===== src/rtl/mem_port_arbiter.sv =====
// Shares one synchronous RAM port between the CPU data path (C, priority) and the
// serial loader/debug monitor (L), with starvation relief and an exclusive lock mode.
module mem_port_arbiter #(
  parameter int LOG2ABITS    = 11,
  parameter int DWIDTH       = 16,
  parameter int STARVE_LIMIT = 8
) (
  input  logic                 clk,
  input  logic                 reset,
  input  logic                 c_req,
  input  logic                 c_we,
  input  logic [LOG2ABITS-1:0] c_addr,
  input  logic [DWIDTH-1:0]    c_wdata,
  output logic                 c_gnt,
  output logic                 c_rvalid,
  output logic [DWIDTH-1:0]    c_rdata,
  input  logic                 l_req,
  input  logic                 l_we,
  input  logic [LOG2ABITS-1:0] l_addr,
  input  logic [DWIDTH-1:0]    l_wdata,
  input  logic                 l_lock,
  output logic                 l_gnt,
  output logic                 l_rvalid,
  output logic [DWIDTH-1:0]    l_rdata,
  output logic [LOG2ABITS-1:0] m_addr,
  output logic                 m_we,
  output logic [DWIDTH-1:0]    m_wdata,
  input  logic [DWIDTH-1:0]    m_rdata
);

  localparam logic [0:0] SHARE  = 1'b0;
  localparam logic [0:0] LOCKED = 1'b1;
  localparam logic [7:0] LIMIT  = 8'(STARVE_LIMIT);

  logic [0:0] r_state;
  logic [7:0] r_starveCnt;
  logic       r_rdC;
  logic       r_rdL;

  logic       w_cGnt;
  logic       w_lGnt;
  logic       w_conflict;

  // Grants are purely combinational so an eligible requester sees zero wait states.
  always_comb begin
    w_cGnt     = 1'b0;
    w_lGnt     = 1'b0;
    w_conflict = c_req & l_req;
    if (!reset) begin
      if (r_state == LOCKED) begin
        w_lGnt = l_req;
      end else if (w_conflict) begin
        if (r_starveCnt < LIMIT) begin
          w_cGnt = 1'b1;
        end else begin
          w_lGnt = 1'b1;
        end
      end else begin
        w_cGnt = c_req;
        w_lGnt = l_req;
      end
    end
  end

  assign c_gnt   = w_cGnt;
  assign l_gnt   = w_lGnt;
  assign m_addr  = w_lGnt ? l_addr : c_addr;
  assign m_wdata = w_lGnt ? l_wdata : c_wdata;
  assign m_we    = (w_cGnt & c_we) | (w_lGnt & l_we);

  assign c_rvalid = r_rdC;
  assign l_rvalid = r_rdL;
  assign c_rdata  = m_rdata;
  assign l_rdata  = m_rdata;

  // Counter saturates because it only advances while below the limit; L wins at the limit.
  always_ff @(posedge clk or posedge reset) begin
    if (reset) begin
      r_state     <= SHARE;
      r_starveCnt <= 8'd0;
      r_rdC       <= 1'b0;
      r_rdL       <= 1'b0;
    end else begin
      r_rdC <= w_cGnt & ~c_we;
      r_rdL <= w_lGnt & ~l_we;
      if (r_state == LOCKED) begin
        r_starveCnt <= 8'd0;
        if (!l_lock) begin
          r_state <= SHARE;
        end
      end else begin
        if (w_lGnt) begin
          r_starveCnt <= 8'd0;
          if (l_lock) begin
            r_state <= LOCKED;
          end
        end else if (w_conflict && (r_starveCnt < LIMIT)) begin
          r_starveCnt <= r_starveCnt + 8'd1;
        end
      end
    end
  end

endmodule


===== config.mk =====
export PLATFORM = sky130hd
export DESIGN_NAME = mem_port_arbiter
export DESIGN_NICKNAME = d
export VERILOG_FILES = /design/src/rtl/mem_port_arbiter.sv
export SDC_FILE = /design/constraint.sdc
export NUM_CORES = 1
export LEC_CHECK = 0
export CORE_MARGIN = 2
export CORE_UTILIZATION = 27
export DETAILED_ROUTE_END_ITERATION = 6
export PLACE_DENSITY = 0.84
export RECOVER_POWER = 25
export SLEW_MARGIN = 20
export SYNTH_ARGS = -nofsm -noshare
export SYNTH_HDL_FRONTEND = slang
export SYNTH_SLANG_ARGS = --single-unit

===== constraint.sdc =====
create_clock -name clk -period 1.8 [get_ports clk]
set_clock_uncertainty 0.05 [all_clocks]
set_input_delay 0.36 -clock clk [delete_from_list [all_inputs] [get_ports clk]]
set_output_delay 0.36 -clock clk [all_outputs]
set_load 0.05 [all_outputs]

Yosys cells after proc, flatten, opt, wreduce, memory -nomap -nowiden
Cells that the tools add are included.
{"block": "totals", "reg_bits": 11, "latch_bits": 0, "mem_bits_rw": 0, "mem_bits_ro": 0, "in_bits": 77, "out_inout_bits": 64, "elab_cells": 32, "mem_count": 0}
{"block": "classes", "addsub": 1, "mul": 0, "div": 0, "n_lt_le_gt_ge": 1, "n_eq_ne": 0, "shifts": 0, "muxes": 16, "n_bitwise": 8, "n_reduce_logical": 2}
{"operator": "8-bit two-way mux", "count": 3}
{"operator": "16-bit two-way mux", "count": 1}
{"operator": "1-bit two-way mux", "count": 11}
{"operator": "11-bit two-way mux", "count": 1}
{"operator": "8-bit by 1-bit adder with 8-bit output (second input constant)", "count": 1}
{"operator": "8-bit by 4-bit less-than comparator with 1-bit output (second input constant)", "count": 1}
{"operator": "1-bit AND", "count": 5}
{"operator": "3-bit nonzero test", "count": 1}
{"operator": "1-bit inverter", "count": 2}
{"operator": "1-bit logical AND", "count": 1}
{"operator": "1-bit bitwise OR", "count": 1}

Longest topological paths before layout
Gate-level depths: netlist of run 1.
{"block": "logic_depth", "word_depth": 7, "ltp_mapped": 5, "ltp_nobuf": 4}

Worst setup path after synthesis of run 1
No wires, ideal clock.
{"block": "synth_timing", "path_kind": "register -> output", "start": "reg r_starveCnt[3]", "end": "out c_gnt", "t_arrival_ns": 1.900, "t_required_ns": 1.390, "setup_slack_ns": -0.510, "stages_incl_launch_ff": 4, "n_path_buf": 0, "cell_sequence": "dfrtp_1 > and4bb_2 > a21oi_1 > nor3_1"}
{"block": "synth_between", "elab_chain_cells": 5}
{"item": "start: declaration", "line_no": "36", "source": "logic [7:0] r_starveCnt;"}
{"item": "start signal: assignment", "line_no": "98", "source": "r_starveCnt <= r_starveCnt + 8'd1;"}
{"item": "8-bit by 4-bit less-than comparator with 1-bit output", "line_no": "53", "source": "if (r_starveCnt < LIMIT) begin"}
{"item": "1-bit two-way mux", "line_no": "53"}
{"item": "1-bit two-way mux", "line_no": "52", "source": "end else if (w_conflict) begin"}
{"item": "1-bit two-way mux", "line_no": "50", "source": "if (r_state == LOCKED) begin"}
{"item": "1-bit two-way mux", "line_no": "49", "source": "if (!reset) begin"}
{"item": "end: declaration", "line_no": "14", "source": "output logic c_gnt,"}
No other way between the ends.

Final worst setup path of run 1
{"block": "layout_timing", "start": "reg r_starveCnt[3]", "end": "out m_wdata[9]"}
{"block": "layout_between", "elab_chain_cells": 6}
{"item": "8-bit by 4-bit less-than comparator with 1-bit output", "line_no": "53"}
{"item": "1-bit two-way mux", "line_no": "53"}
{"item": "1-bit two-way mux", "line_no": "52"}
{"item": "1-bit two-way mux", "line_no": "50"}
{"item": "1-bit two-way mux", "line_no": "49"}
{"item": "16-bit two-way mux", "line_no": "68", "source": "assign m_wdata = w_lGnt ? l_wdata : c_wdata;"}
{"item": "end: declaration", "line_no": "27", "source": "output logic [DWIDTH-1:0] m_wdata,"}
No other way between the ends.

==> results_dict.tcl, run 1 <==
set metrics [dict create \
    power_leakage_uw 0.00115 \
    placement.setup.worst_slack_ps -613 \
    placementRows 24 \
    grt_pass1_vias 1269 \
    via_count 1118 \
    worst_setup_path_end_kind "output pin" \
    maxSlewViolCount 0 \
    cts.htree.levels 1 \
    grt_first_pass_wirelength_um 6560 \
    synth.avg_cell_area_um2 11.1 \
    min_path_type "reg2reg" \
    drt-initial-drc-count 26 \
    max_cap_violations 0 \
    clock_latency_at_the_later_pin_of_the_worst_skew_pair_ps 240 \
    fin_nets 273 \
    placeableCoreArea_um2 4350 \
    number_of_cell_instances_on_the_worst_register_to_register_path 4 \
    rsz0062_at_grt "yes" \
    setup_violations 30 \
    dp_hpwl_um 3260 \
    post_synthesis_simple_gate_area_fraction_pct 10.9 \
    netlist_area_um2 1220 \
    finalWirelength_um 4410 \
    synth-seq-area-share_pct 22.6 \
    layoutNonFillerInstCount 246 \
    drt_pass1_iterations 4 \
    seqCellArea_um2 275 \
    die_h_um 71.2 \
    status "complete, but fails checks" \
    antenna_violating_nets_post_route 0 \
    multi_input_comb_area_um2 702 \
    dpl-instance-area_um2 2380 \
    use_met3_pct 5.34 \
    peakVddDrop_uv 185 \
    max_freq_ghz 0.447 \
    power_per_cell_area_nw_per_um2 521 \
    yosys_cell_types 25 \
    fin_area_um2 2540 \
    synth_compound_area_share_pct 7.69 \
    cts_made_buffers 3 \
    cts_tree "built" \
    smallest_setup_slack_after_layout_ps -438 \
    synth.area.mux_share_pct 33.2 \
    fillCellCount 323 \
    avgViaCountPerCell 4.54 \
    ios 141 \
    synthesis.nets 188 \
    min_period_ps 2240 \
    gp_routability_congestion 0.848 \
    die_area_um2 5070 \
    globalRouteMet2Util_pct 30.0 \
    xor_xnor_share_of_the_synthesized_area_pct 0.718 \
    clock_sinks 11 \
    grt_max_degree 12 \
    worstHoldPathCells 2 \
    timing.critical_path.arrival_ps 1830 \
    final-hold-violation-count 0 \
    met1_usage_pct 19.1 \
    grt_busiest_layer "met2" \
    area.growth.synth_to_final_pct 108 \
    wire_per_inst_um 17.9 \
    synth-adder-area-share_pct 1.03 \
    worst_setup_path_start_kind "flop" \
    share_of_final_layout_standard_cells_stronger_than_drive_strength_1_pct 47.9 \
    violations "setup timing" \
    remaining_drc_errors 0 \
    die_x_um 71.2 \
    root_buffer "clkbuf_8" \
    synthesis.yosys.warnings 0 \
    criticalPathCategory "reg2out" \
    flop_and_latch_count_out_of_synthesis 11 \
    synth_top_family_by_area "multiplexers" \
    globalRouteOverflowTotal 0 \
    critPathRequiredTime_ps 1390 \
    worst_max_slew_pin_slew_ps 622 \
    setup-tns-final_ps -11160 \
    clock_pin_slew_on_the_worst_setup_and_hold_paths_ps 50 \
    postSynthCellCount 110 \
    global_route.usage.total_pct 16.8 \
    worst-path-max-fanout 8 \
    max-clock-path-buffers 2 \
    placed_cells 235 \
    fin_crit_sh_pct 124 \
    placement.io_buffers 92 \
    antennaDiodeCount 0 \
    start_util_pct 28.0 \
    slew_headroom_pct 58.5 \
    antenna_found_initial 0 \
]
==> cell type report <==
type                       count  share of cell area, %
sequential                    11                   10.8
inverter                       2                  0.296
timing repair buffer         117                   56.9
tap                           52                   2.56
clock buffer                   4                   1.77
multi-input combinational     60                   27.6
==> layer usage <==
layer | part of all wire [%] | vias up
met5 | 0 | -
met4 | 1.1 | 0
met3 | 10 | 6
met2 | 52 | 72
met1 | 37 | 514
li1 | - | 526
==> cells in the final DEF (no fill, tap or decap), drive strengths merged <==
| cell | netlist | layout |
|---|---|---|
| a21oi | 5 | 5 |
| a31oi | 1 | 1 |
| a32oi | 1 | 1 |
| and3 | 5 | 5 |
| and4bb | 1 | 1 |
| buf | 37 | 55 |
| clkbuf | 0 | 6 |
| clkdlybuf4s15 | 0 | 2 |
| clkdlybuf4s50 | 0 | 57 |
| dfrtp | 11 | 11 |
| dlygate4sd2 | 0 | 1 |
| ha | 1 | 1 |
| inv | 2 | 2 |
| mux2 | 27 | 27 |
| nand2b | 1 | 1 |
| nand3 | 3 | 3 |
| nand4bb | 1 | 1 |
| nor2 | 1 | 1 |
| nor2b | 2 | 2 |
| nor3 | 2 | 2 |
| nor4 | 1 | 1 |
| o211ai | 3 | 3 |
| o21a | 1 | 1 |
| o2bb2ai | 1 | 1 |
| or3 | 2 | 2 |
| xor2 | 1 | 1 |
==> synthesized netlist by cell type <==
cell       instances  area share, %
and4bb_2           1            1.0
buf_6              3            2.8
buf_2              2           0.82
a31oi_4            1            1.7
nor2b_1            2            1.0
a32oi_1            1           0.72
o211ai_1           3            1.8
dfrtp_1           11             23
nor2_1             1           0.31
nor3_1             1           0.41
nor4_1             1           0.51
and3_1             5            2.6
nand3_1            3            1.2
xor2_1             1           0.72
o2bb2ai_1          1           0.72
or3_1              2            1.0
mux2_4            27             33
buf_4             32             20
nand4bb_1          1           0.92
nand2b_1           1           0.51
inv_1              2           0.62
ha_1               1            1.0
nor3_4             1            1.3
o21a_1             1           0.62
a21oi_1            5            2.1
==> flip-flops by register name (all words and copies together), names as in the netlist <==
signal	flops
c_rvalid	1
r_starveCnt	8
r_state	1
l_rvalid	1
==> worst max-delay path: stages (launching register included) <==
cell,delay (ps)
dfrtp_1,380
and4bb_2,340
a31oi_4,110
buf_6,150
buf_12,140
mux2_4,310
buf_12,150
==> kinds of logic (layout without fill, tap and decap cells) <==
group,after synthesis,count (layout)
buf+inv,39,123
xor+xnor,1,1
compound gates,12,12
mux,27,27
flops,11,11
simple gates,19,19
fa+ha+maj,1,1
==> power by group <==
part           leakage (uW)  switching (uW)  internal, uW  total [uW]
registers          0.000151            7.53           258         266
clock network     0.0000228             101           156         257
logic              0.000980             355           444         799
total               0.00115             464           858        1320
==> worst paths after layout <==
kind / startpoint / end / slack, ps
max: r_starveCnt[3]$_DFFE_PP0P_ / m_wdata[9] / -440
min: r_starveCnt[0]$_DFFE_PP0P_ / r_starveCnt[0]$_DFFE_PP0P_ / 550
max reg2reg: r_starveCnt[5]$_DFFE_PP0P_ / r_starveCnt[0]$_DFFE_PP0P_ / 250
min reg2reg: r_starveCnt[0]$_DFFE_PP0P_ / r_starveCnt[0]$_DFFE_PP0P_ / 550
max in group asynchronous: reset / l_rvalid$_DFF_PP0_ / 710
min in group asynchronous: reset / r_starveCnt[2]$_DFFE_PP0P_ / 590
==> per-stage QoR <==
stage               power (uW)  hold WS, ps  util, %
detailed placement        1040          533     54.6
floorplan                  819          171        -
global placement          1030          523     54.6
finish                    1320          548     58.3
CTS                       1330          377     58.2
global route              1360          576     58.3
==> what timing repair did <==
item | in CTS | in global routing
resized for setup | 13 | 9
pin swaps | 4 | 5
hold buffers | 0 | 0
cloned | 2 | 0
setup endpoints to repair | 30 | 30
buffers inserted | 7 | 4
Note: power is estimated with default switching activity, not from simulation.
==> inputs of run 2 (changes only) <==
--- a/config.mk
+++ b/config.mk
@@ -10,7 +10,6 @@
 export DETAILED_ROUTE_END_ITERATION = 6
 export PLACE_DENSITY = 0.84
 export RECOVER_POWER = 25
-export SLEW_MARGIN = 20
 export SYNTH_ARGS = -nofsm -noshare
 export SYNTH_HDL_FRONTEND = slang
 export SYNTH_SLANG_ARGS = --single-unit
==> results of run 2 <==
No change in the layout: final DEF, timing and power equal those of run 1.
==> inputs of run 3 (changes only) <==
--- a/config.mk
+++ b/config.mk
@@ -13,3 +13,4 @@
 export SYNTH_ARGS = -nofsm -noshare
 export SYNTH_HDL_FRONTEND = slang
 export SYNTH_SLANG_ARGS = --single-unit
+export TNS_END_PERCENT = 10
==> run 3 against run 2 <==
  * The run still ends with setup timing left
  * Largest cell class unchanged
  * First-iteration DRC count down 50%
  * Final cell count decreased by 2.4%
  * Global-route usage shrank 2.6 points
  * Via count decreased by 1.2%
  * Worst hold slack got worse by 29 ps
  * Power down 2.6%
  * Clock power shrank 4%
  * Maximum frequency is 1.3% higher
  * Critical path depth down 1
==> results_dict.tcl, run 3 (synthesis results as in run 1) <==
set metrics [dict create \
    power.share.switching_pct 34.3 \
    fin_nets 267 \
    fillCellCount 347 \
    clock_sinks 11 \
    wire_per_inst_um 15.9 \
    critPathRequiredTime_ps 1390 \
    gp_routability_congestion 0.829 \
    combinationalPowerShare_pct 60.1 \
    worst-path-max-fanout 10 \
    remaining_drc_errors 0 \
    switching_power_uw 442 \
    timing.critical_path.cells "and4bb_2, a31oi_4, buf_12, mux2_4, buf_12" \
    grt_first_pass_wirelength_um 5710 \
    max_freq_ghz 0.452 \
    clock_latency_at_the_later_pin_of_the_worst_skew_pair_ps 240 \
    clock_pin_slew_on_the_worst_setup_and_hold_paths_ps 50 \
    finalWirelength_um 3830 \
    avgViaCountPerCell 4.60 \
    smallest_setup_slack_after_layout_ps -410 \
    power.clock.fraction_pct 19.2 \
    fin_crit_sh_pct 123 \
    grt_pass1_vias 1128 \
    min_path_type "in2async" \
    globalRouteOverflowTotal 0 \
    fin_area_um2 2450 \
    rsz0062_at_grt "yes" \
    largest_reg_flops 8 \
    placed_cells 235 \
    fin_util_pct 56.4 \
    setup_violations 30 \
    dp_hpwl_um 3090 \
    dpl-instance-area_um2 2380 \
    placeableCoreArea_um2 4350 \
    seqCellArea_um2 275 \
    worst_max_slew_pin_slew_ps 578 \
    violations "setup timing" \
    p_seq_share_pct 20.7 \
    worst_setup_path_end_kind "output pin" \
    placementRows 24 \
    cts.htree.levels 1 \
    area.growth.synth_to_final_pct 101 \
    max_cap_violations 0 \
    die_x_um 71.2 \
    start_util_pct 28.0 \
    min_period_ps 2210 \
    max-clock-path-buffers 2 \
    worst_setup_path_start_kind "flop" \
    placement.io_buffers 92 \
    most_common_library_cell_in_the_layout_ignoring_fill_and_taps "clkdlybuf4s50_1" \
    antenna_found_initial 0 \
    postCtsSetupRepairBufs 0 \
    root_buffer "clkbuf_8" \
    cp_slowest_stage_delay_ps 340 \
    cellInternalPower_uw 846 \
    antenna_violating_nets_post_route 0 \
    worst-path-buf-inv 2 \
    global_route.usage.total_pct 14.2 \
    slew_headroom_pct 61.4 \
    peakVddDrop_uv 249 \
    via_count 1105 \
    power_per_cell_area_nw_per_um2 525 \
    timing.critical_path.mode_cell "buf_12" \
    hold_buffers 0 \
    power_leakage_uw 0.00112 \
    status "complete, but fails checks" \
    kind_of_cell_with_the_highest_combined_delay_on_the_critical_path "buffers and inverters" \
    layoutNonFillerInstCount 240 \
    criticalPathCategory "reg2out" \
    drt_pass1_iterations 4 \
    most-common-layout-cells "clkdlybuf4s50_1 (57), buf_12 (31), mux2_4 (27)" \
    final-hold-violation-count 0 \
    timing.critical_path.slowest_stage_cell "dfrtp_1" \
    cts_made_buffers 3 \
    timing.critical_path.arrival_ps 1800 \
    drt-initial-drc-count 13 \
    top_register "r_starveCnt" \
    maxSlewViolCount 0 \
    placement.setup.worst_slack_ps -574 \
    multi_input_comb_area_um2 672 \
    ios 141 \
    grt_max_degree 12 \
    die_area_um2 5070 \
    antennaDiodeCount 0 \
    cts_tree "built" \
    share_of_final_layout_standard_cells_stronger_than_drive_strength_1_pct 45.2 \
    die_h_um 71.2 \
]
run 3: cell types whose count changed in the layout (fill, tap and decap cells not counted), sizes merged:
cell  delta
buf      -6
run 3: repair_timing:
item | CTS | global route
gates resized for setup | 8 | 1
pin swaps | 2 | 0
endpoints found under the setup margin | 30 | 30
gates cloned | 1 | 0
hold endpoints to repair | 0 | 0
run 3: per-layer routing:
metal / track usage (%) / wire (um) / vias up / part of all wire [%]
met4: 4.82 / 51 / 0 / 1.3
li1: - / - / 513 / -
met1: 17.2 / 1450 / 517 / 38
met3: 3.80 / 391 / 7 / 10
met5: 0 / 0 / - / 0
met2: 24.3 / 1930 / 68 / 50
run 3: worst paths after layout:
kind,slack [ps],endpoint,cells past startpoint,startpoint
min reg2reg,530,r_starveCnt[1]$_DFFE_PP0P_,2,r_state$_DFF_PP0_
max,-410,m_wdata[4],5,r_starveCnt[3]$_DFFE_PP0P_
max in group asynchronous,800,r_starveCnt[7]$_DFFE_PP0P_,4,reset
max reg2reg,250,r_starveCnt[0]$_DFFE_PP0P_,4,r_starveCnt[7]$_DFFE_PP0P_
min in group clk,530,r_starveCnt[1]$_DFFE_PP0P_,2,r_state$_DFF_PP0_
min,520,r_starveCnt[1]$_DFFE_PP0P_,4,reset
run 3: power groups by stage:
stage               clock network (uW)  registers [uW]  logic (uW)
global placement                     0             269         761
floorplan                            0             274         541
detailed placement                   0             270         768
finish                             247             266         775
global route                       265             267         805
CTS                                251             266         782
run 3: through the flow:
stage / power [uW] / hold WS (ps) / setup TNS, ps
2_1_floorplan: 815 / 171 / -1250
5_1_grt: 1340 / 569 / -13160
6_report: 1290 / 520 / -11590
3_5_place_dp: 1040 / 532 / -16630
3_3_place_gp: 1030 / 512 / -16430
4_1_cts: 1300 / 381 / -11630
run 3: cell type report:
cell class / instances / share of cell area [%]
inverters: 2 / 0.306
clock buffers: 4 / 1.83
repair buffers: 111 / 56.6
multi-input cells: 60 / 27.4
well taps: 52 / 2.65
flip-flops and latches: 11 / 11.2
run 3: tightest hold or removal path, stage by stage:
cell	delay, ps
dlygate4sd2_1	250
clkbuf_1	130
inv_1	80
clkbuf_1	460
